`config.mk`:
```
export PLATFORM = sky130hd
export DESIGN_NAME = lifo_stack
export DESIGN_NICKNAME = d
export VERILOG_FILES = /design/src/rtl/lifo_stack.sv
export SDC_FILE = /design/constraint.sdc
export NUM_CORES = 1
export LEC_CHECK = 0
export CAP_MARGIN = 30
export CORE_ASPECT_RATIO = 1.25
export CORE_UTILIZATION = 65
export CTS_BUF_LIST = sky130_fd_sc_hd__clkbuf_4
export CTS_CLUSTER_DIAMETER = 40
export CTS_CLUSTER_SIZE = 30
export DETAILED_ROUTE_END_ITERATION = 10
export HOLD_SLACK_MARGIN = 0.1
export PLACE_DENSITY = 0.95
export SYNTH_ARGS = -nofsm -noshare
export SYNTH_HDL_FRONTEND = slang
export SYNTH_SLANG_ARGS = --single-unit
```
`constraint.sdc`:
```
create_clock -name clk -period 6 [get_ports clk]
set_clock_uncertainty 0.1 [all_clocks]
set_input_delay 1.8 -clock clk [delete_from_list [all_inputs] [get_ports clk]]
set_output_delay 1.8 -clock clk [all_outputs]
set_load 0.02 [all_outputs]
```
`src/rtl/lifo_stack.sv`:
```
// LIFO stack for the forth core: registered top-of-stack with a DEPTH-1 entry array below it.
// Define STACK_ERR_EN to add sticky overflow/underflow flags and the err_clr input.
module lifo_stack #(
   parameter int WIDTH = 8,
   parameter int DEPTH = 16,
   localparam int CW = $clog2(DEPTH + 1)
) (
   input  logic             clk,
   input  logic             rst,
   input  logic             push,
   input  logic             pop,
   input  logic [WIDTH-1:0] wdata,
   output logic [WIDTH-1:0] rdata,
   output logic [CW-1:0]    count,
   output logic             empty,
   output logic             full
`ifdef STACK_ERR_EN
   ,
   output logic             overflow,
   output logic             underflow,
   input  logic             err_clr
`endif
);

   localparam int AW = (DEPTH > 2) ? $clog2(DEPTH - 1) : 1;

   logic [WIDTH-1:0] mem_q [DEPTH-1];
   logic [WIDTH-1:0] tos_q, tos_d;
   logic [CW-1:0]    count_q, count_d;
   logic [CW-1:0]    cnt_m1, cnt_m2;
   logic [AW-1:0]    wr_idx, rd_idx;
   logic             mem_we;
   logic             is_empty, is_full;
   logic             ovf_evt, unf_evt;

   assign is_empty = (count_q == '0);
   assign is_full  = (count_q == CW'(DEPTH));
   assign cnt_m1   = count_q - CW'(1);
   assign cnt_m2   = count_q - CW'(2);
   assign wr_idx   = cnt_m1[AW-1:0];
   assign rd_idx   = cnt_m2[AW-1:0];

   assign ovf_evt  = push & ~pop & is_full;
   assign unf_evt  = pop & is_empty;

   // push+pop on a non-empty stack only replaces TOS; on an empty stack it falls through to a plain push
   always_comb begin
      tos_d   = tos_q;
      count_d = count_q;
      mem_we  = 1'b0;
      if (push && pop && !is_empty) begin
         tos_d = wdata;
      end else if (push && !is_full) begin
         mem_we  = !is_empty;
         tos_d   = wdata;
         count_d = count_q + CW'(1);
      end else if (pop && !push && !is_empty) begin
         tos_d   = (count_q >= CW'(2)) ? mem_q[rd_idx] : '0;
         count_d = cnt_m1;
      end
   end

   always_ff @(posedge clk or negedge rst) begin
      if (!rst) begin
         tos_q   <= '0;
         count_q <= '0;
      end else begin
         tos_q   <= tos_d;
         count_q <= count_d;
      end
   end

   always_ff @(posedge clk) begin
      if (mem_we) begin
         mem_q[wr_idx] <= tos_q;
      end
   end

   assign rdata = tos_q;
   assign count = count_q;
   assign empty = is_empty;
   assign full  = is_full;

`ifdef STACK_ERR_EN
   logic ovf_q, unf_q;

   // a new event in the same cycle as err_clr keeps the flag set
   always_ff @(posedge clk or negedge rst) begin
      if (!rst) begin
         ovf_q <= 1'b0;
         unf_q <= 1'b0;
      end else begin
         ovf_q <= ovf_evt | (ovf_q & ~err_clr);
         unf_q <= unf_evt | (unf_q & ~err_clr);
      end
   end

   assign overflow  = ovf_q;
   assign underflow = unf_q;
`else
   logic unused_evt;
   assign unused_evt = ovf_evt ^ unf_evt;
`endif

endmodule
```
==> impl_results.md <==
* Initial antenna violation count at 0
* GRT Residual Overflow at 0
* DRT iter0 DRCs at just under 500
* CP cell instances: buf_4 -> inv_1 -> ha_1 -> nor4b_2 -> clkdlybuf4s50_1
* Crit-path slowest cell: clkdlybuf4s50_1
* Drt first pass iters at 6
* Largest net degree at the start of global routing at 40
* Clock transition at path regs at between 0.1 and 0.15 ns
* Synth Register Bits at between 100 and 150
* Via-to-Cell Ratio at ~6.9
* VDD IR max at ~0.25 mV
* Row count at 37
* Buf+Inv Stages, Crit Path at 3
* DRC at 0
* Routed len/inst at ~26 um
* Vias at between 3000 and 4000
* Critical-path maximum fanout at 38
* Post-synth top area cell: edfxtp_1
* Post-Syn Nets at roughly 340
* Die H at approximately 110 um
* Crit path time final at around 4.7 ns
* Sum Neg Setup Slack at 0 ns
* Fraction of layout cells with a size suffix above 1 at 0.165
* Yosys Warn Count at 0
* CORE AREA at 0.00833 mm2
* Unrepaired setup endpoints after global routing: false
* Hold buffers post-CTS at 0
* Port bufs at 26
* Die Width at 85.2 um
* Top FF cell, synth: edfxtp_1
* Worst Path Required at roughly 4 ns
* RD Place Congestion at approximately 0.85
* CP Class: flop to primary output
* Delay-heaviest family, CP: buffers and inverters
* Share of the synthesized area in the top cell type at 0.640
* Clk sink count at ~130
* F_max at 0.215 GHz
* CP peak stage delay at 0.69 ns
* Fin area at about 0.0063 mm2
* Total CTS buffers at 17
* Global-route wire length before repair at 18.3 mm
* Detailed Place HPWL at ~7.8 mm
* Vias in the first global route at slightly above 3000
* Layout area overhead at 11.5%
* Max-slew violations at 0
* Clock Tree Buf Depth at 2
* Total Wirelength at 12.0 mm
* Post_cts resized at 0
* Startpoint types: flop
* Setup crit end kind: primary output
* Register area share after synthesis at 0.698
* H-tree Lvls at 4
* Hold/Removal Path Class: flop to flop
* Final Cycle Share at 0.777
* Worst Max-Slew Pin Slew at ~0.76 ns
* Ranking of synthesized cells by area: edfxtp_1 (64%), dfrtp_1 (5.8%), mux4_1 (5.6%)
* Status: completed
* Placed Area at about 0.0059 mm2
* Crit path DAT at 2.76 ns
* Worst slew margin at 0.491
* Number of diodes at 0
* Ports at 27
* Final setup viols at 0
* EDFF count, synth at 120
* DRT antenna net count at 0
* Cell area after synthesis at 0.00563 mm2
* Power Dens Cells at between 500 and 600 mW/mm2
* CTS tree: yes
* P_leak at 0.00215 uW
* Post-CTS Setup Inserts at 0
* Max cap viols at 0
* Initial core utilization at 0.675
* Clk Latency, worst-skew pair at about 0.52 ns
* Syn_area_per_cell at 17.8 um2
* Cells after Synth at between 300 and 400
* Post-layout util at 0.753
* Overall global routing resource usage at 0.296
* Fin. Hold Viols at 0
* Post-synth ARST share at 0.0977
* DIE AREA at around 0.009 mm2
* Nets at between 300 and 400
* Clock Root Buffer: clkbuf_4
* Synth cell types at between 40 and 50
-- report_power, final --
group	internal, uW	switching, uW	leakage [uW]	total [uW]
registers	1240	209	0.00124	1450
clock network	332	307	0.000165	639
logic	516	639	0.000738	1150
total	2090	1150	0.00215	3240
-- cell families after synthesis --
group | share of synthesized area
mux | 0.138
xor+xnor | 0.0140
simple gates | 0.0516
buf+inv | 0.0229
fa+ha+maj | 0.0200
compound gates | 0.0556
flops | 0.698
-- Yosys cell counts (2+ instances only) --
library cell,number
a211oi_1,8
mux2_2,8
buf_6,3
a21oi_1,8
nor2_1,26
mux2i_1,10
xnor2_1,6
mux4_2,12
clkbuf_1,6
a22oi_1,8
mux4_1,12
nand3_1,3
ha_1,9
edfxtp_1,120
o22ai_1,2
and3_1,2
inv_1,7
xor2_1,3
buf_2,3
o211ai_1,7
nor4b_2,2
dfrtp_1,13
nand2_1,19
-- metal layers --
metal,global-route usage,wire [um],share of wire,vias up
met5,0,0,0,-
met4,0.156,589,0.049,0
met3,0.0714,1250,0.10,47
met2,0.462,5830,0.48,245
met1,0.390,4370,0.36,1549
li1,-,-,-,1341
-- sequential cells by signal (all words and copies together) (netlist names) --
| register | cells |
|---|---|
| count | 5 |
| mem_q | 120 |
| rdata | 8 |
-- through the flow --
step	instances	hold WS, ns	setup slack, ns	power [uW]
6_report	460	0.582	1.34	3240
5_1_grt	460	0.584	1.17	3360
4_1_cts	459	0.569	1.33	3200
3_5_place_dp	427	0.548	1.43	2550
3_3_place_gp	427	0.530	1.57	2520
2_1_floorplan	316	0.590	2.11	2180
-- cells in the final DEF (no fill, tap or decap), types with 6 or more instances in the layout --
cell / n
mux2_2: 8
xnor2_1: 6
mux4_1: 12
inv_1: 7
dfrtp_1: 12
a211oi_1: 8
nand2_1: 19
mux4_2: 12
clkdlybuf4s50_1: 26
nor2_1: 26
edfxtp_1: 120
mux2i_1: 10
ha_1: 9
o211ai_1: 7
clkbuf_4: 18
a22oi_1: 8
a21oi_1: 8
-- final cells by class --
cell class | instances | area [um2]
clock inverter | 14 | 183
tap | 97 | 121
clock buffer | 18 | 135
sequential | 133 | 3930
timing repair buffer | 30 | 310
multi-input combinational | 161 | 1570
fill | 453 | 2060
inverter | 7 | 26.3
-- final timing paths --
| check | cells past startpoint | endpoint | slack (ns) | from |
|---|---|---|---|---|
| max reg2reg | 7 | mem_q[6][7] | 2.59 | count[1] |
| min reg2reg | 1 | count[4] | 0.58 | count[4] |
| min in group asynchronous | 1 | rdata[2] | 1.55 | rst |
| max | 5 | empty | 1.34 | count[1] |
| min | 1 | count[4] | 0.58 | count[4] |
| max in group asynchronous | 1 | count[0] | 3.80 | rst |
(Power assumes the default switching activity.)
